**config.mk**
```make
export PLATFORM = sky130hd
export DESIGN_NAME = fpu_addsub_ctrl
export DESIGN_NICKNAME = d
export VERILOG_FILES = /design/src/rtl/fpu_addsub_ctrl.sv
export SDC_FILE = /design/constraint.sdc
export NUM_CORES = 1
export LEC_CHECK = 0
export CAP_MARGIN = 20
export CORE_MARGIN = 1.5
export CORE_UTILIZATION = 52
export CTS_CLUSTER_SIZE = 30
export DETAILED_ROUTE_END_ITERATION = 8
export MAX_ROUTING_LAYER = met4
export PLACE_DENSITY = 0.87
export REMOVE_ABC_BUFFERS = 1
export SLEW_MARGIN = 20
export SYNTH_ARGS = -nofsm -noshare
export SYNTH_HDL_FRONTEND = slang
export SYNTH_SLANG_ARGS = --single-unit
```
**constraint.sdc**
```tcl
create_clock -name clk -period 3.8 [get_ports clk]
set_input_delay 0.57 -clock clk [delete_from_list [all_inputs] [get_ports clk]]
set_output_delay 0.57 -clock clk [all_outputs]
set_load 0.02 [all_outputs]
```
**src/rtl/fpu_addsub_ctrl.sv**
```systemverilog
// fpu_addsub_ctrl: sequencing shell around a combinational single-precision
// floating-point add/subtract unit.
//   - Operand pairs enter over a valid/ready handshake into a circular FIFO.
//   - The FIFO head is presented to the external adder on the as_* ports.
//   - The adder result is registered with its tag and two status flags,
//     then returned over a second valid/ready handshake.
// Optional feature: define FPU_ADDSUB_STATS_EN to build the 16-bit
// completed-operation counter on op_count. Without it, op_count is tied to 0.
module fpu_addsub_ctrl #(
    parameter int DEPTH = 4,
    parameter int TAG_W = 4
) (
    input  logic                       clk,
    input  logic                       rst,
    input  logic                       flush,
    input  logic                       in_valid,
    output logic                       in_ready,
    input  logic [31:0]                in_a,
    input  logic [31:0]                in_b,
    input  logic                       in_op,
    input  logic [TAG_W-1:0]           in_tag,
    output logic [31:0]                as_a,
    output logic [31:0]                as_b,
    output logic                       as_addsub,
    input  logic [31:0]                as_result,
    output logic                       out_valid,
    input  logic                       out_ready,
    output logic [31:0]                out_result,
    output logic [TAG_W-1:0]           out_tag,
    output logic                       out_zero,
    output logic                       out_exp_max,
    output logic [$clog2(DEPTH):0]     count,
    output logic [15:0]                op_count
);

    localparam int PTR_W = $clog2(DEPTH);
    localparam int CNT_W = PTR_W + 1;

    typedef enum logic {
        EMPTY = 1'b0,
        FULL  = 1'b1
    } state_t;

    // Magnitude bits all zero: covers both +0 and -0.
    function automatic logic flag_zero(input logic [31:0] v);
        return (v[30:0] == 31'd0);
    endfunction

    // Exponent saturated: Inf or NaN, i.e. the add overflowed or an operand was special.
    function automatic logic flag_exp_max(input logic [31:0] v);
        return (v[30:23] == 8'hFF);
    endfunction

    // FIFO storage and control
    logic [31:0]      mem_a   [DEPTH];
    logic [31:0]      mem_b   [DEPTH];
    logic             mem_op  [DEPTH];
    logic [TAG_W-1:0] mem_tag [DEPTH];

    logic [PTR_W-1:0] wr_ptr;
    logic [PTR_W-1:0] rd_ptr;
    logic [CNT_W-1:0] count_q;
    logic             vld_p0;

    // Output register stage
    state_t           state;
    state_t           state_next;
    logic             capture;
    logic [31:0]      result_p1;
    logic [TAG_W-1:0] tag_p1;
    logic             zero_p1;
    logic             exp_max_p1;

    logic             push;

    assign vld_p0   = (count_q != '0);
    assign in_ready = (count_q < CNT_W'(DEPTH));
    assign push     = in_valid && in_ready && !flush;

    // ---- stage p0: FIFO head presented to the adder ----
    assign as_a      = vld_p0 ? mem_a[rd_ptr]  : 32'd0;
    assign as_b      = vld_p0 ? mem_b[rd_ptr]  : 32'd0;
    assign as_addsub = vld_p0 ? mem_op[rd_ptr] : 1'b0;

    // Write operand payload at the tail; storage needs no reset since count gates its use.
    always_ff @(posedge clk) begin
        if (push) begin
            mem_a[wr_ptr]   <= in_a;
            mem_b[wr_ptr]   <= in_b;
            mem_op[wr_ptr]  <= in_op;
            mem_tag[wr_ptr] <= in_tag;
        end
    end

    // FIFO pointers and occupancy; flush discards everything and ignores same-cycle push/pop.
    always_ff @(posedge clk) begin
        if (rst) begin
            wr_ptr  <= '0;
            rd_ptr  <= '0;
            count_q <= '0;
        end else if (flush) begin
            wr_ptr  <= '0;
            rd_ptr  <= '0;
            count_q <= '0;
        end else begin
            if (push) begin
                wr_ptr <= wr_ptr + PTR_W'(1);
            end
            if (capture) begin
                rd_ptr <= rd_ptr + PTR_W'(1);
            end
            case ({push, capture})
                2'b10:   count_q <= count_q + CNT_W'(1);
                2'b01:   count_q <= count_q - CNT_W'(1);
                default: count_q <= count_q;
            endcase
        end
    end

    // Output state register.
    always_ff @(posedge clk) begin
        if (rst) begin
            state <= EMPTY;
        end else begin
            state <= state_next;
        end
    end

    // Next state and capture decision: pop the head whenever the holding register is free or being drained.
    always_comb begin
        state_next = state;
        capture    = 1'b0;
        if (flush) begin
            state_next = EMPTY;
        end else if (vld_p0 && (state == EMPTY || out_ready)) begin
            capture    = 1'b1;
            state_next = FULL;
        end else if (out_ready) begin
            state_next = EMPTY;
        end
    end

    // ---- stage p1: registered adder result, tag and flags ----
    always_ff @(posedge clk) begin
        if (rst) begin
            result_p1  <= 32'd0;
            tag_p1     <= '0;
            zero_p1    <= 1'b0;
            exp_max_p1 <= 1'b0;
        end else if (capture) begin
            result_p1  <= as_result;
            tag_p1     <= mem_tag[rd_ptr];
            zero_p1    <= flag_zero(as_result);
            exp_max_p1 <= flag_exp_max(as_result);
        end
    end

    assign out_valid   = (state == FULL);
    assign out_result  = result_p1;
    assign out_tag     = tag_p1;
    assign out_zero    = zero_p1;
    assign out_exp_max = exp_max_p1;
    assign count       = count_q;

`ifdef FPU_ADDSUB_STATS_EN
    logic [15:0] op_count_q;

    // Count every output handshake; wraps naturally at 16 bits.
    always_ff @(posedge clk) begin
        if (rst) begin
            op_count_q <= 16'd0;
        end else if (out_valid && out_ready) begin
            op_count_q <= op_count_q + 16'd1;
        end
    end

    assign op_count = op_count_q;
`else
    assign op_count = 16'd0;
`endif

endmodule

```
==> run metrics, run 1 <==
outcome finished, final reports clean; input/output buffers around 210; CP Data Required Time 3.23 ns; WL/cell between 20 and 25 microns; first-pass GRT wire length 38,800 microns; total gr overflow 0; worst rel slew slack between 50% and 60%; vias post-DR 6,729; Power per Cell Area 464 nW/um^2; sequential cell area fraction in the yosys report between 70% and 80%; Die Span X 157 microns; routed wire length 25,900 microns; final setup violation count 0; clock slew at reported path FFs 0.06 ns; crit path DAT around 2.7 ns; Die Y 157 microns; Row Count 56; largest net degree at the start of global routing 48; I/O Pins between 200 and 250; initial antenna violation count 3; Worst-Skew Late Latency 0.51 ns; CTS tree done; Synth Area per Inst 18.1 sq um; RePlAce Congestion ~0.74; Peak VDD IR 0.389 mV; # clock sinks 324; Die ar. 24,700 sq um; fin area about 16,000 sq um; initial drt markers about 450; final cycle utilization of the critical path between 80% and 90%; #FFs+latches synth 324; met3 Usage GRT 5.56%; Cells after Synth between 600 and 700; RSZ-0062 raised after global routing no; Layout area overhead 28.9%; # DRC 0; Total Routing Usage GR between 20% and 30%; FF/Latch Area 9260 sq um; DRT Pass-1 Iters 4; final setup TNS 0 ns; Ys Warns 0; Max clock buf depth 3; DP Area 14,900 sq um; synth cell count leaders 276 x edfxtp_1, 73 x nand2_1, 69 x mux4_2; top cells by area, synth edfxtp_1 67%, mux4_2 13%, dfxtp_1 7.8%; post-layout util ~70%; post-CTS setup buffers 0; Worst setup EP type output port; asr flop ratio synth 0%; count leader, synth edfxtp_1; hold-fix buffers at CTS 0; share of layout cells above drive strength 1 15.6%; clock skew 0.0134 ns; share of the synthesized area in the top cell type 67.1%; Max Freq 0.308 GHz; Antenna Nets Post-Route 0; # H-tree levels 2; met2 usage 38.8%; routing usage on met1 between 20% and 30%; initial core utilization 52.8%; post-synthesis instance area 12,400 sq um; Least-Margin Pin Slew approximately 0.63 ns; fill cell count between 1,500 and 2,000; Yosys top cell by area edfxtp_1; max-cap violations 0; Crit Path Category flip-flop to output port; crit-path max FO 13; fin. max-slew vios 0; cts repair resizes 0; minimum clock period 3.25 ns; Main synth FF type edfxtp_1; Post-synth EDFFs 276; Hold Vio Cnt, Final 0; dpl hpwl 16,700 microns; Netlist cell types 29; vias per inst about 5.3; Inserted Clock Buffers 34; Static Leakage 5.02 nW; core footprint 23,400 sq um; most used routing layer in global routing met2; kind of start point of the critical path flip-flop; min-delay worst type flip-flop to flip-flop; area occupied by multi-input gates 2860 sq um; clock tree root driver cell clkbuf_16; Final Net Count 1,028; vias in the first global route 7,049
[stage by stage]
stage | power [W] | std cells | setup WS, ns | hold WS (ns)
floorplan | 0.00420 | 645 | -1.01 | 0.528
global placement | 0.00447 | 1199 | 1.02 | 0.441
detailed placement | 0.00449 | 1199 | 0.959 | 0.446
CTS | 0.00748 | 1256 | 0.497 | 0.454
global route | 0.00764 | 1259 | 0.409 | 0.470
finish | 0.00740 | 1259 | 0.550 | 0.452
[layout by cell type, fill, tap and decap left out, types with 3 or more instances in the layout]
cell             instances
nand2_1                 73
nor4_1                   8
or3_1                    4
clkdlybuf4s50_1        213
clkinv_1                 7
buf_4                   16
dfxtp_1                 46
ha_1                     5
buf_12                   6
clkinv_2                 4
nor2_1                   9
clkbuf_16               35
inv_1                    8
clkbuf_1                 5
a21oi_1                 41
edfxtp_1               276
diode_2                  3
mux4_2                  69
and2_4                   4
conb_1                  16
nand4_1                  4
nor2b_1                 67
[worst max-delay path: stages, from the launching register on]
cell	delay, ns
dfxtp_4	0.52
buf_4	0.34
mux4_2	0.58
nor2b_1	0.17
clkdlybuf4s50_1	0.57
[flip-flops by register name, summed over array words and instances (netlist names), named ones only]
register     count
mem_a          128
mem_b          128
out_result      32
mem_tag         16
mem_op           4
out_tag          4
count            3
rd_ptr           2
wr_ptr           2
out_exp_max      1
out_valid        1
out_zero         1
[final timing paths]
check | from | endpoint | slack (ns) | cells past startpoint
worst max register to register | count[2] | count[2] | 1.24 | 10
worst min-delay path | out_result[24] | out_result[24] | 0.45 | 2
worst max-delay path | flip-flop | as_b[5] | 0.55 | 4
worst min register to register | out_result[24] | out_result[24] | 0.45 | 2
[area by class of cell]
type	count	area share, %
diodes	3	0.0471
well taps	319	2.50
multi-input cells	312	17.9
repair buffers	235	14.9
clock inverters	15	0.542
clock buffers	42	5.79
inverters	9	0.212
flip-flops and latches	324	58.1
[where the power goes]
| group | switching, W | internal (W) | total [W] | leakage, nW |
|---|---|---|---|---|
| sequential | 0.0000191 | 0.00391 | 0.00393 | 2.90 |
| combinational | 0.000238 | 0.000240 | 0.000477 | 1.63 |
| clock | 0.00127 | 0.00172 | 0.00299 | 0.499 |
[logic make-up (layout without fill, tap and decap cells)]
logic type	Yosys count	count (layout)	synth area share, %
fa+ha+maj	6	6	0.668
simple gates	173	173	7.19
buf+inv	61	301	2.62
other cells	1	19	0.0303
mux	69	69	12.6
xor+xnor	4	4	0.284
compound gates	44	44	1.80
flops	324	324	74.8
[per-layer routing]
layer  up-vias  part of all wire (%)
li1       3053                     -
met1      3367                    38
met2       267                    53
met3        42                   7.8
met4         0                   2.1
met5         -                     0
Power figures use the tool's default switching activity.
==> inputs of run 2 (changes only) <==
ABC_AREA = 1   (was not set)
PLACE_DENSITY = 0.86   (was 0.87)
==> run 2 against run 1 <==
Effect of this change:
- flip-flop and latch count unchanged
- cell count increased by 30%
- final area increased by 1.1%
- sequential power increased by 1%
- sequential share of layout area decreased by 0.65 points
- global-route usage increased by 1.7 points
- via count increased by 32%
- clock skew increased by 0.0063 ns
- setup slack improved by 0.019 ns
- non-clock buffer count decreased by 5
- first-iteration DRC count increased by 96%
- critical path type unchanged
- largest power group unchanged
==> run metrics, run 2 <==
Max Freq 0.309 GHz (was 0.308 GHz); post-synthesis instance area 12,700 sq um (was 12,400 sq um); final cycle utilization of the critical path 85.0% (was 85.5%); Cells after Synth 1,090 (was 682); # H-tree levels 2 (unchanged); largest net degree at the start of global routing 131 (was 48); area occupied by multi-input gates 2990 sq um (was 2860 sq um); RSZ-0062 raised after global routing no (unchanged); Comb pwr share 9.0% (was 6.4%); RePlAce Congestion 0.855 (was 0.739); WL/cell 17.9 microns (was 20.6 microns); # clock sinks 324 (unchanged); kind of start point of the critical path flip-flop (unchanged); crit path cell chain inv_1 > nand3_1 > inv_2 > buf_12 > a21oi_1 > clkdlybuf4s50_1 (was buf_4 > mux4_2 > nor2b_1 > clkdlybuf4s50_1); Layout Cells excl Fill 1,638 (was 1,259); FF/Latch Area 9250 sq um (was 9260 sq um); min-delay worst type flip-flop to flip-flop (unchanged); slowest stage delay, CP 0.57 ns (was 0.58 ns); Main synth FF type edfxtp_1 (unchanged); input/output buffers 213 (unchanged); initial drt markers 881 (was 449); vias per inst 5.40 (was 5.34); Die Y 159 microns (was 157 microns); post-CTS setup buffers 0 (unchanged); share of layout cells above drive strength 1 5.64% (was 15.6%); crit-path max FO 43 (was 13); Netlist cell types 23 (was 29); worst hold slack 0.465 ns (was 0.452 ns); Die ar. 25,400 sq um (was 24,700 sq um); crit path DAT 2.66 ns (was 2.68 ns); Worst-Skew Late Latency 0.52 ns (was 0.51 ns); DRT Pass-1 Iters 5 (was 4); fin. max-slew vios 0 (unchanged); vias post-DR 8,852 (was 6,729); share of the synthesized area in the top cell type 65.1% (was 67.1%); cts repair resizes 0 (unchanged); fill cell count 1,713 (was 1,553); synth cell count leaders 377 x nor2_1, 276 x edfxtp_1, 114 x o21ai_0 (was 276 x edfxtp_1, 73 x nand2_1, 69 x mux4_2); count leader, synth nor2_1 (was edfxtp_1); first-pass GRT wire length 45,600 microns (was 38,800 microns); fin area 16,100 sq um (was 15,900 sq um); sequential share of power 51.5% (was 53.1%); most frequent cells in the layout 373 x nor2_1, 276 x edfxtp_1, 213 x clkdlybuf4s50_1 (was 276 x edfxtp_1, 213 x clkdlybuf4s50_1, 73 x nand2_1); Die Span X 159 microns (was 157 microns); Worst setup EP type output port (unchanged); initial antenna violation count 1 (was 3); setup ws final 0.569 ns (was 0.550 ns); sequential cell area fraction in the yosys report 72.7% (was 74.8%); final setup violation count 0 (unchanged); DP Area 15,100 sq um (was 14,900 sq um); dpl ws 1.04 ns (was 0.959 ns); clock power share 39.5% (was 40.4%); Sw Share 22.3% (was 20.6%); # DRC 0 (unchanged); routed wire length 29,400 microns (was 25,900 microns); asr flop ratio synth 0% (unchanged); clock slew at reported path FFs 0.06 ns (about the same); Synth Area per Inst 11.7 sq um (was 18.1 sq um); clock tree root driver cell clkbuf_16 (unchanged); Power per Cell Area 478 nW/um^2 (was 464 nW/um^2); core footprint 24,200 sq um (was 23,400 sq um); initial core utilization 52.6% (was 52.8%); Ys Warns 0 (unchanged); outcome finished, final reports clean (unchanged); Yosys top cell by area edfxtp_1 (unchanged); total gr overflow 0 (unchanged); Max clock buf depth 3 (unchanged); # placed instances 1,579 (was 1,199); max-cap violations 0 (unchanged); Layout area overhead 26.6% (was 28.9%); Total Routing Usage GR 23.6% (was 21.9%); Inserted Clock Buffers 34 (unchanged); Final Net Count 1,403 (was 1,028); worst rel slew slack 40.5% (was 58.0%); vias in the first global route 8,634 (was 7,049); slowest stage cell on the critical path clkdlybuf4s50_1 (was mux4_2); Hold Vio Cnt, Final 0 (unchanged); Static Leakage 5.50 nW (was 5.02 nW); I/O Pins 230 (unchanged); Peak VDD IR 0.390 mV (was 0.389 mV); #FFs+latches synth 324 (unchanged); CTS tree done (unchanged); clock skew 0.0197 ns (was 0.0134 ns); Least-Margin Pin Slew 0.892 ns (was 0.630 ns); minimum clock period 3.23 ns (was 3.25 ns); Crit Path Category flip-flop to output port (unchanged); dpl hpwl 17,400 microns (was 16,700 microns); hold-fix buffers at CTS 0 (unchanged); Power, Total 0.00771 W (was 0.00740 W); Psw 0.00172 W (was 0.00153 W); Antenna Nets Post-Route 0 (unchanged); CP Data Required Time 3.23 ns (about the same); Row Count 57 (was 56); top cells by area, synth edfxtp_1 65%, nor2_1 11%, dfxtp_1 7.6% (was edfxtp_1 67%, mux4_2 13%, dfxtp_1 7.8%); most common cell after layout, fill and taps aside nor2_1 (was edfxtp_1); Post-synth EDFFs 276 (unchanged); internal power 0.00599 W (was 0.00588 W)
[run 2: cell type report]
type / count / area share (%)
timing repair buffer: 230 / 14.7
tap: 324 / 2.52
inverter: 20 / 0.474
clock buffer: 43 / 5.58
multi-input combinational: 681 / 18.5
sequential: 324 / 57.4
antenna: 1 / 0.0155
clock inverter: 15 / 0.722
[run 2: power by group through the flow]
stage          registers, W  logic, W  clock network, W
2_1_floorplan       0.00409  0.000262                 0
3_3_place_gp        0.00404  0.000675                 0
3_5_place_dp        0.00404  0.000690                 0
4_1_cts             0.00397  0.000697           0.00310
5_1_grt             0.00398  0.000750           0.00323
6_report            0.00397  0.000695           0.00304
[run 2: per-stage QoR]
step | util (%) | TNS [ns]
finish | 66.6 | 0
CTS | 66.6 | 0
global route | 66.6 | 0
detailed placement | 62.4 | 0
global placement | 62.4 | 0
floorplan | - | -187.28
[run 2: final timing paths]
check / slack, ns / cells after the start / to / startpoint
min: 0.47 / 2 / out_exp_max / out_exp_max
max reg2reg: 1.74 / 10 / count[2] / count[2]
max: 0.57 / 6 / as_b[27] / count[0]
min reg2reg: 0.47 / 2 / out_exp_max / out_exp_max
[run 2: cells by family (layout without fill, tap and decap cells)]
| logic type | after synthesis | in the layout | synth area share (%) |
|---|---|---|---|
| compound gates | 260 | 260 | 10.2 |
| xor+xnor | 1 | 1 | 0.0688 |
| fa+ha+maj | 6 | 6 | 0.649 |
| buf+inv | 100 | 308 | 4.50 |
| flops | 324 | 324 | 72.7 |
| other cells | 1 | 17 | 0.0295 |
| simple gates | 398 | 398 | 11.8 |
[run 2: metal layers]
metal | vias to the layer above | wire, microns | part of all wire, % | GRT usage (%)
met1 | 4212 | 11700 | 40 | 29.2
li1 | 4152 | - | - | -
met2 | 438 | 14500 | 49 | 38.7
met5 | - | 0 | 0 | -
met4 | 0 | 783 | 2.7 | 8.88
met3 | 50 | 2420 | 8.2 | 4.58
[run 2: critical path: cells and delay by family, from the launching register on]
kind / cells / cell delay [ns]
flops: 1 / 0.31
compound gates: 1 / 0.10
simple gates: 1 / 0.22
buf+inv: 4 / 1.49
==> inputs of run 3 (changes only) <==
--- a/config.mk
+++ b/config.mk
@@ -13,2 +13,3 @@
 export DETAILED_ROUTE_END_ITERATION = 8
+export GPL_TIMING_DRIVEN = 0
 export MAX_ROUTING_LAYER = met4
@@ -16,2 +17,3 @@
 export REMOVE_ABC_BUFFERS = 1
+export SKIP_CTS_REPAIR_TIMING = 1
 export SLEW_MARGIN = 20
==> constraint.sdc (replaced) <==
create_clock -name clk -period 3.8 [get_ports clk]
set_input_delay 0.76 -clock clk [delete_from_list [all_inputs] [get_ports clk]]
set_output_delay 0.76 -clock clk [all_outputs]
set_load 0.02 [all_outputs]
==> run 3 against run 2 <==
Effect of this change:
- sequential power hardly changed
- critical endpoint is now as_a[26]
- final area rose by 1.8%
- core utilization rose by 1.2 points
- critical path type unchanged
- register-to-register slack lost 1.0 ns
- sequential share of layout area decreased by 0.99 points
- maximum frequency is 11% lower
- via count is 0.26% lower
- highest routed layer unchanged
- hold slack better by 0.0047 ns
- routed wire length rose by 0.69%
- total power up 1.5%
- non-clock buffer count rose by 2
==> run metrics, run 3 (synthesized netlist as in run 2, its figures left out) <==
clock skew 0.0175 ns (was 0.0197 ns); Final Net Count 1,405 (was 1,403); I/O Pins 230 (unchanged); Peak VDD IR 0.393 mV (was 0.390 mV); routed wire length 29,600 microns (was 29,400 microns); Crit Path Category flip-flop to output port (unchanged); crit path DAT 2.87 ns (was 2.66 ns); # placed instances 1,579 (unchanged); Power per Cell Area 477 nW/um^2 (was 478 nW/um^2); initial drt markers 786 (was 881); most frequent cells in the layout 373 x nor2_1, 276 x edfxtp_1, 212 x clkdlybuf4s50_1 (was 373 x nor2_1, 276 x edfxtp_1, 213 x clkdlybuf4s50_1); RePlAce Congestion 0.860 (was 0.855); final setup TNS 0 ns (unchanged); clock tree root driver cell clkbuf_16 (unchanged); # H-tree levels 2 (unchanged); fin. max-slew vios 0 (unchanged); Die ar. 25,400 sq um (unchanged); total gr overflow 0 (unchanged); final setup violation count 0 (unchanged); dpl hpwl 18,000 microns (was 17,400 microns); vias in the first global route 8,746 (was 8,634); crit-path max FO 69 (was 43); Inserted Clock Buffers 34 (unchanged); vias post-DR 8,829 (was 8,852); share of layout cells above drive strength 1 5.63% (was 5.64%); initial antenna violation count 1 (unchanged); first-pass GRT wire length 45,300 microns (was 45,600 microns); Row Count 57 (unchanged); Layout Cells excl Fill 1,640 (was 1,638); DRT Pass-1 Iters 5 (unchanged); fill cell count 1,581 (was 1,713); Total Routing Usage GR 23.4% (was 23.6%); core footprint 24,200 sq um (unchanged); Max clock buf depth 3 (unchanged); Worst setup EP type output port (unchanged); worst rel slew slack 44.1% (was 40.5%); Hold Vio Cnt, Final 0 (unchanged); clock slew at reported path FFs 0.06 ns (about the same); max-cap violations 0 (unchanged); # clock sinks 324 (unchanged); outcome finished, final reports clean (unchanged); Die Y 159 microns (unchanged); CP Data Required Time 3.04 ns (was 3.23 ns); Antenna Nets Post-Route 0 (unchanged); kind of start point of the critical path flip-flop (unchanged); most common cell after layout, fill and taps aside nor2_1 (unchanged); Layout area overhead 28.9% (was 26.6%); RSZ-0062 raised after global routing no (unchanged); min-delay worst type flip-flop to flip-flop (unchanged); vias per inst 5.38 (was 5.40); final cycle utilization of the critical path 95.4% (was 85.0%); WL/cell 18.0 microns (was 17.9 microns); Static Leakage 5.62 nW (was 5.50 nW); initial core utilization 52.6% (unchanged); Least-Margin Pin Slew 0.839 ns (was 0.892 ns); input/output buffers 213 (unchanged); Max Freq 0.276 GHz (was 0.309 GHz); CTS tree done (unchanged); minimum clock period 3.63 ns (was 3.23 ns); # DRC 0 (unchanged); Worst-Skew Late Latency 0.51 ns (was 0.52 ns); Die Span X 159 microns (unchanged); largest net degree at the start of global routing 95 (was 131)
[run 3: stage by stage]
step | area [sq um] | setup slack [ns] | util (%) | hold WS (ns) | total power [W]
3_3_place_gp | 14800 | -4.88 | 61.3 | 0.454 | 0.00471
5_1_grt | 16400 | 0.00179 | 67.8 | 0.490 | 0.00807
3_5_place_dp | 15300 | -0.00177 | 63.2 | 0.464 | 0.00475
2_1_floorplan | 12300 | -1.36 | - | 0.490 | 0.00435
6_report | 16400 | 0.174 | 67.8 | 0.470 | 0.00782
4_1_cts | 16300 | -0.154 | 67.6 | 0.473 | 0.00786
[run 3: report_power, final]
| group | leakage, nW | switching [W] | internal [W] |
|---|---|---|---|
| clock network | 0.516 | 0.00128 | 0.00186 |
| registers | 2.90 | 0.0000319 | 0.00394 |
| logic | 2.21 | 0.000398 | 0.000311 |
[run 3: final cells by class]
cell class                 instances  area (sq um)  share of cell area, %
sequential                       324          9260                   56.4
multi-input combinational        681          2990                   18.2
clock inverter                    10          47.5                  0.290
tap                              324           405                   2.47
timing repair buffer             232          2590                   15.8
inverter                          20          85.1                  0.519
antenna                            1          2.50                 0.0153
clock buffer                      48          1020                   6.22
[run 3: layer usage]
metal | GRT usage [%] | routed length (microns)
met1 | 26.8 | 11900
met2 | 40.1 | 14500
met3 | 5.86 | 2380
met4 | 7.85 | 833
met5 | - | 0
[run 3: path summary, 6_finish.rpt]
path / start / to / slack (ns) / cells after the start
min reg2reg: out_exp_max / out_exp_max / 0.47 / 2
max: flip-flop / as_a[26] / 0.17 / 6
min: out_exp_max / out_exp_max / 0.47 / 2
max reg2reg: count[0] / count[2] / 0.70 / 11
[run 3: worst max-delay path, cell delays in order (launching register included)]
cell and delay, ns:
dfxtp_4 0.48, buf_16 0.26, inv_6 0.29, buf_16 0.25
o21ai_0 0.13, a21oi_1 0.24, clkdlybuf4s50_1 0.65
